[src/rtl/fir_mac_sequencer.sv]
// Serial multiply-accumulate sequencer for the FIR filter.
// Walks the coefficient LUT one tap per cycle against the sample delay line.
// Produces one full-precision filter output per accepted input sample.
module fir_mac_sequencer #(
  parameter int LUT_size    = 64,
  parameter int data_width  = 16,
  parameter int input_width = 16,
  localparam int adr_w      = $clog2(LUT_size),
  localparam int acc_w      = input_width + data_width + $clog2(LUT_size)
) (
  input  logic                          clk,
  input  logic                          rst,
  input  logic                          input_valid,
  input  logic signed [input_width-1:0] input_data,
  output logic                          input_ready,
  output logic        [adr_w-1:0]       coef_adr,
  input  logic signed [data_width-1:0]  coef_data,
  output logic                          output_valid,
  output logic signed [acc_w-1:0]       output_data
);

  localparam int prod_w = data_width + input_width;
  localparam logic [adr_w-1:0] cnt_last = adr_w'(LUT_size - 1);

  typedef enum logic [0:0] {
    IDLE = 1'b0,
    CALC = 1'b1
  } state_t;

  // Sign-extend a full-precision product to accumulator width.
  function automatic logic signed [acc_w-1:0] sext_prod(input logic signed [prod_w-1:0] p);
    return {{(acc_w - prod_w){p[prod_w-1]}}, p};
  endfunction

  state_t                         state_q, state_d;
  logic        [adr_w-1:0]        cnt_q, cnt_d;
  logic signed [acc_w-1:0]        acc_q, acc_d;
  logic signed [input_width-1:0]  x_buf_q [LUT_size];
  logic signed [input_width-1:0]  x_buf_d [LUT_size];
  logic                           out_vld_q, out_vld_d;
  logic signed [acc_w-1:0]        out_data_q, out_data_d;
  logic signed [prod_w-1:0]       prod;
  logic signed [acc_w-1:0]        acc_sum;

  // Product for the current tap and the running sum it would produce.
  always_comb begin
    prod    = coef_data * x_buf_q[cnt_q];
    acc_sum = acc_q + sext_prod(prod);
  end

  // Next-state, datapath updates and handshake outputs.
  always_comb begin
    state_d     = state_q;
    cnt_d       = cnt_q;
    acc_d       = acc_q;
    x_buf_d     = x_buf_q;
    out_vld_d   = 1'b0;
    out_data_d  = out_data_q;
    input_ready = 1'b0;
    coef_adr    = '0;
    unique case (state_q)
      IDLE: begin
        input_ready = 1'b1;
        if (input_valid) begin
          // Oldest sample sits at index 0, newest at LUT_size-1.
          for (int k = 0; k < LUT_size - 1; k++) begin
            x_buf_d[k] = x_buf_q[k+1];
          end
          x_buf_d[LUT_size-1] = input_data;
          cnt_d   = '0;
          acc_d   = '0;
          state_d = CALC;
        end
      end
      CALC: begin
        coef_adr = cnt_q;
        acc_d    = acc_sum;
        cnt_d    = cnt_q + adr_w'(1);
        if (cnt_q == cnt_last) begin
          // Final tap: publish the complete sum including this product.
          out_data_d = acc_sum;
          out_vld_d  = 1'b1;
          cnt_d      = '0;
          state_d    = IDLE;
        end
      end
      default: state_d = IDLE;
    endcase
  end

  // State, counter, accumulator, delay line and output registers.
  always_ff @(posedge clk or posedge rst) begin
    if (rst) begin
      state_q    <= IDLE;
      cnt_q      <= '0;
      acc_q      <= '0;
      x_buf_q    <= '{default: '0};
      out_vld_q  <= 1'b0;
      out_data_q <= '0;
    end else begin
      state_q    <= state_d;
      cnt_q      <= cnt_d;
      acc_q      <= acc_d;
      x_buf_q    <= x_buf_d;
      out_vld_q  <= out_vld_d;
      out_data_q <= out_data_d;
    end
  end

  assign output_valid = out_vld_q;
  assign output_data  = out_data_q;

endmodule

[config.mk]
export PLATFORM = sky130hd
export DESIGN_NAME = fir_mac_sequencer
export DESIGN_NICKNAME = d
export VERILOG_FILES = /design/src/rtl/fir_mac_sequencer.sv
export SDC_FILE = /design/constraint.sdc
export NUM_CORES = 2
export LEC_CHECK = 0
export BUFFER_PORTS_ARGS = -buffer_cell sky130_fd_sc_hd__buf_2
export CAP_MARGIN = 20
export CORE_ASPECT_RATIO = 1.2
export CORE_MARGIN = 2
export CORE_UTILIZATION = 58
export CTS_CLUSTER_DIAMETER = 60
export DETAILED_ROUTE_END_ITERATION = 10
export PLACE_DENSITY = 0.77
export SKIP_CTS_REPAIR_TIMING = 1
export SLEW_MARGIN = 10
export SYNTH_ARGS = -nofsm -noshare
export SYNTH_HDL_FRONTEND = slang
export SYNTH_SLANG_ARGS = --single-unit
export TNS_END_PERCENT = 5
[constraint.sdc]
create_clock -name clk -period 34 [get_ports clk]
set_input_delay 3.4 -clock clk [delete_from_list [all_inputs] [get_ports clk]]
set_output_delay 3.4 -clock clk [all_outputs]
set_load 0.02 [all_outputs]
; ---- Word-level counts from Yosys, hierarchy flattened
; Index checks and enable logic that the tools add are counted.
[op_classes]
add_sub_neg = 2
mul = 1
magnitude_cmp = 1
n_eq_ne = 2
muxes = 15
bitwise = 2
n_reduce_logical = 2
[ops]
columns = operator, n
row1 = 16-bit binary-select mux with 6-bit select, 1
row2 = 38-bit one-hot mux with 2 select lines, 1
row3 = 38-bit by 32-bit adder with 38-bit output, 1
row4 = 38-bit two-way mux, 1
row5 = 16-bit by 16-bit multiplier with 32-bit output, 1
row6 = 16-bit two-way mux, 2
row7 = 6-bit two-way mux, 3
row8 = 6-bit one-hot mux with 2 select lines, 1
row9 = "7-bit greater-or-equal comparator, second input constant", 1
row10 = 6-bit NOT with 7-bit output, 1
row11 = "6-bit by 1-bit adder with 6-bit output, second input constant", 1
row12 = "6-bit == test, second input constant", 1
row13 = 1-bit two-way mux, 5
row14 = 2-bit AND reduction, 2
row15 = "2-bit inequality test, second input constant", 1
row16 = 1-bit one-hot mux with 2 select lines, 1
row17 = 1-bit NOT, 1
[totals]
reg_bits = 1108
in_bits = 35
out_inout_bits = 46
wordCells = 94

; ---- Logic depth before layout (Yosys ltp)
[logic_depth]
word_depth = 7
depth_mapped = 30
mapped_depth_nobuf = 25

; ---- Least setup slack after synthesis
; Ideal clock, no wire load.
[synth_timing]
path_type = input to register
startpoint = input port coef_data[15]
endpoint = register out_data_q[32], in the netlist output_data[32]
setup_ps = 125
arrival_ps = 9230
required_ps = 33875
setup_slack_ps = 24645
stages = 20
cell_sequence = clkbuf_1 nand2_1 fa_1 inv_1 fa_1 fa_1 fa_1 fa_1 inv_1 fa_1 inv_1 ha_1 a21oi_1 o21ai_0 a211oi_1 o21ai_0 a211oi_1 o21ai_0 xnor2_1 mux2_2
[synth_between]
elab_chain_len = 2
[synth_lines]
columns = item, line
row1 = from (decl), 17  ; input logic signed [data_width-1:0] coef_data,
row2 = 16-bit by 16-bit multiplier with 32-bit output, 47  ; prod = coef_data * x_buf_q[cnt_q];
row3 = 38-bit by 32-bit adder with 38-bit output, 48  ; acc_sum = acc_q + sext_prod(prod);
row4 = to (signal assigned), 106  ; out_data_q <= out_data_d;
row5 = to (decl), 41  ; logic signed [acc_w-1:0] out_data_q, out_data_d;
; Every way passes these cells.
; A chain may end at the register's enable or synchronous reset.

; ---- Worst setup path after layout
[layout_timing]
startpoint = register cnt_q[0]
endpoint = register out_data_q[36], in the netlist output_data[36]
[layout_between]
elab_chain_len = 6
[layout_lines]
columns = item, line
row1 = from (decl), 36  ; logic [adr_w-1:0] cnt_q, cnt_d;
row2 = from (signal assigned), 102  ; cnt_q <= cnt_d;
row3 = 6-bit NOT with 7-bit output (implied by the code), 47
row4 = 16-bit binary-select mux with 6-bit select, 47
row5 = 16-bit two-way mux (implied by the code) (2 in series), 47
row6 = 16-bit by 16-bit multiplier with 32-bit output, 47
row7 = 38-bit by 32-bit adder with 38-bit output, 48
; Several ways; a longest one is shown, not always the timed one. The select of a mux whose other input is x is not followed.

==> results by stage <==
Critical path:
- For flop-to-flop paths, the worst setup slack is 22.74 ns.
- In this run the critical register-to-register path is launched from cnt_q[0]$_DFFE_PP0P_.
- The data arrival time at the worst-slack endpoint is 11.83 ns.
- The endpoint identified for the worst register-to-register timing path is output_data[36]$_DFFE_PP0P_.
- The worst setup path is captured at a flop.
- The data required time of the critical path is 34.57 ns.
- The worst register-to-register path has a depth of 26.
- The kind of launch point of the worst setup path is a flop.
- The classification of the worst setup path is flop to flop.
- Of all nets on the critical path, the largest fanout is 49.
- The most critical setup path has its startpoint at cnt_q[0]$_DFFE_PP0P_.

Place:
- The final weighted congestion of routability-driven global placement is 0.8696.
- The estimated wirelength of the detail-placed design is 73.60 mm.
- The post-place setup slack is 22.56 ns.
- The number of cells in the design after placement is 5362.
- Buffers placed on the I/O ports in this run total 80.

STA:
- The final hold violation count is 0.
- Setup violations remaining at the end of the flow were counted as 0.
- Of the available clock period, the critical path in the final layout requires 33.11%.
- The transition time at the pin with the least slew margin is 1.172 ns.
- For this run, the top clock speed supported by timing is 88.83 MHz.
- For the finished layout, the period the worst path requires is 11.26 ns.
- The post-route clock skew is 0.04083 ns.
- The worst-case setup margin in the final layout is 22.74 ns.
- The number of pins exceeding their max-slew limit in the final report is 0.
- Setup repair after global routing left no endpoint under its margin.
- The post-route setup TNS is 0 ns.
- The worst pin sits at a relative slew slack of 21.84%.

Final layout:
- The fraction of layout instances using a drive strength above 1 is 40.87%.
- Once layout is complete, the utilization of the core stands at 63.83%.
- The final instance count without filler cells is 5566.
- The total inserted antenna cells is 0.
- The total number of nets in the final design is 4570.
- The growth of design area from synthesis to finish is 8.786%.

Clocking:
- TritonCTS built the clock tree.
- TritonCTS created 108 clock buffers.
- The clock tree buffer depth is 3.
- Clock latency on the worst-skew pair, taken at its later pin, is 0.68 ns.
- After clock tree synthesis, the clock-pin slew on the worst setup and hold paths is 0.06 ns.
- The root buffer cell chosen for the clock tree is clkbuf_16.
- The clock drives 1108 sinks.
- CTS built an H-tree with a depth of 3.

GRT:
- The pin count of the biggest net entering global routing is 216.
- Global routing used 22.03% of the available tracks across all layers.
- The total grt overflow is 0.
- The global-route wire length before repair is 190.4 mm.
- The via count of the first global-routing pass was 35980.
- The initial antenna violation count is 1.

Floorplanning:
- The area enclosed by the die boundary is 0.1071 mm².
- The width of the die is 299.1 µm.
- In this run the count of I/O pins placed on the die edge is 81.
- After floorplanning, the core was divided into 129 placement rows.
- The initial cell density of the core is 58.68%.
- The area of the core is 0.1033 mm².
- The die extent in y is 358.1 µm.

Detailed routing:
- In this run the remaining antenna-violating nets after routing total 0.
- The detailed router placed 32910 vias in this run.
- The mean number of vias per cell is 5.912.
- After detailed routing, the number of remaining DRC violations is 0.
- The routed wirelength normalized by instance count is 20.20 µm.
- The first detailed-routing pass took 6 iterations.
- After detailed routing, the total wire length is 112.5 mm.
- After the first detailed-routing iteration, the DRC count stood at 1719.

Logic synthesis:
- The cell count after synthesis is 4101.
- Counting flops with a built-in enable in the synthesized netlist gives 0.
- After synthesis, flip-flops and latches occupy 45.74% of the total area.
- The number of synthesized register bits is 1108.
- For this run, the leading register cell type out of synthesis is dfrtp_1.
- The average instance in the mapped netlist occupies 14.78 µm².
- The number of nets in the synthesized netlist is 4570.
- The cell area that synthesis handed to floorplanning was 0.06061 mm².
- Yosys printed 0 warnings.
- The distinct cell type count after synthesis is 52.
- The share of synthesized registers carrying an async set or reset is 100.0%.

Power:
- The power density over cell area is 63.78 mW/mm².
- The analysis attributes to cell leakage a power of 33.23 nW.
- The completed layout was analyzed and its total power is 4.206 mW.
- The maximum vdd drop is 0.06571 mV.

Hold path:
- Counting instances, the worst hold path has a depth of 1.
- The hold path endpoint is x_buf_q[671]$_DFFE_PP0P_.
- The source of the worst hold timing path is x_buf_q[655]$_DFFE_PP0P_.
- The type of the most critical hold path is flop to flop.

Job:
- The count of max-cap constraint violations is 0.

Run status:
- The flow ran to the end, and the final reports show no timing, DRC or antenna violations.
-- flip-flops by register name, summed over array words and instances, names as in the netlist --
register	count
x_buf_q	1024
acc_q	38
output_data	38
cnt_q	6
output_valid	1
state_q	1
-- synthesized netlist by cell type, types with 4 or more instances --
cell type,n,area [µm²]
nand2_1,144,540.5
fa_1,322,6446
buf_2,43,215.2
xnor2_1,30,262.8
a21o_1,14,105.1
inv_1,368,1381
a21boi_0,5,37.54
o21a_1,4,30.03
o21bai_1,5,37.54
a22o_1,34,297.8
a21oi_1,30,150.1
nor3_1,5,25.02
buf_4,5,37.54
nor2_1,35,131.4
mux2_2,1060,11940
and3_1,4,25.02
xor2_1,9,78.83
buf_1,26,97.59
mux4_2,330,7432
and2_1,139,869.6
a211oi_1,10,75.07
ha_1,112,1401
buf_6,5,56.30
nand3_1,11,55.05
o22ai_1,5,31.28
o21ai_0,31,155.2
a31oi_1,6,37.54
dfrtp_1,1108,27730
clkbuf_1,162,608.1
a22oi_1,4,30.03
-- cells in the final DEF (no fill, tap or decap), types with 9 or more instances in the layout --
cell type  netlist  routed
a211oi_1        10      10
a21o_1          14      14
a21oi_1         30      30
a22o_1          34      34
and2_1         139     139
buf_2           43      80
buf_4            5      45
bufinv_16        0       9
clkbuf_1       162      27
clkbuf_16        0     109
clkbuf_8         0      25
clkinv_2         0      19
dfrtp_1       1108    1102
fa_1           322     322
ha_1           112     112
inv_1          368     367
mux2_2        1060    1060
mux4_2         330     330
nand2_1        144     143
nand3_1         11      11
nor2_1          35      33
o21ai_0         31      31
xnor2_1         30      30
xor2_1           9       9
-- power breakdown --
| part | switching (mW) | internal [mW] |
|---|---|---|
| registers | 0.100 | 1.40 |
| clock network | 0.508 | 0.716 |
| logic | 0.848 | 0.635 |
-- layout make-up --
cell class | count | area (µm²)
inverter | 369 | 1389
multi-input combinational | 2383 | 30510
clock buffer | 161 | 3173
clock inverter | 39 | 521.8
sequential | 1108 | 27740
timing repair buffer | 131 | 880.8
tap | 1375 | 1720
fill | 7548 | 37360
-- per-layer routing --
| metal | global-route usage (%) | wire, µm |
|---|---|---|
| met2 | 38.10 | 58000 |
| met3 | 2.648 | 3799 |
| met4 | 5.980 | 2767 |
| met5 | 0 | 0 |
| met1 | 29.86 | 47900 |
-- cells by family (layout without fill, tap and decap cells) --
kind of cell / count (synthesis) / after routing / share of synthesized area, %
buf+inv: 610 / 700 / 3.959
simple gates: 351 / 351 / 2.867
flops: 1108 / 1108 / 45.74
xor+xnor: 40 / 40 / 0.5904
compound gates: 165 / 165 / 1.887
fa+ha+maj: 434 / 434 / 12.95
mux: 1393 / 1393 / 32.00
-- how the worst max path moves through the flow --
stage / slack, ns / to
after CTS: 22.51 / output_data[36]$_DFFE_PP0P_
after floorplan: 15.31 / acc_q[0]$_DFFE_PP0P_
after global routing: 21.82 / output_data[36]$_DFFE_PP0P_
after detailed placement: 22.56 / output_data[36]$_DFFE_PP0P_
after global placement: 22.64 / output_data[36]$_DFFE_PP0P_
final: 22.74 / output_data[36]$_DFFE_PP0P_
-- worst max-delay path, stage by stage (launching register included) --
cell	delay [ns]
dfrtp_4	1.03
buf_4	0.74
buf_4	0.83
buf_4	0.58
mux4_2	0.59
mux4_2	0.48
mux4_2	0.67
and2_1	0.26
fa_1	0.53
inv_1	0.06
fa_1	0.55
fa_1	0.45
fa_1	0.55
inv_1	0.05
fa_1	0.50
inv_1	0.06
fa_1	0.47
inv_1	0.04
ha_1	0.31
a21oi_1	0.27
o21ai_0	0.15
a211oi_1	0.40
nand3_1	0.25
a211oi_1	0.58
o31ai_1	0.21
xor2_1	0.20
mux2_2	0.28
-- stage by stage --
| stage | cell area, µm² | hold WS [ns] |
|---|---|---|
| after floorplan | 60620 | 0.4525 |
| after global placement | 62140 | 0.4833 |
| after detailed placement | 62140 | 0.4903 |
| after CTS | 65830 | 0.4878 |
| after global routing | 65940 | 0.5083 |
| final | 65940 | 0.4904 |
Note: power is estimated with default switching activity, not from simulation.
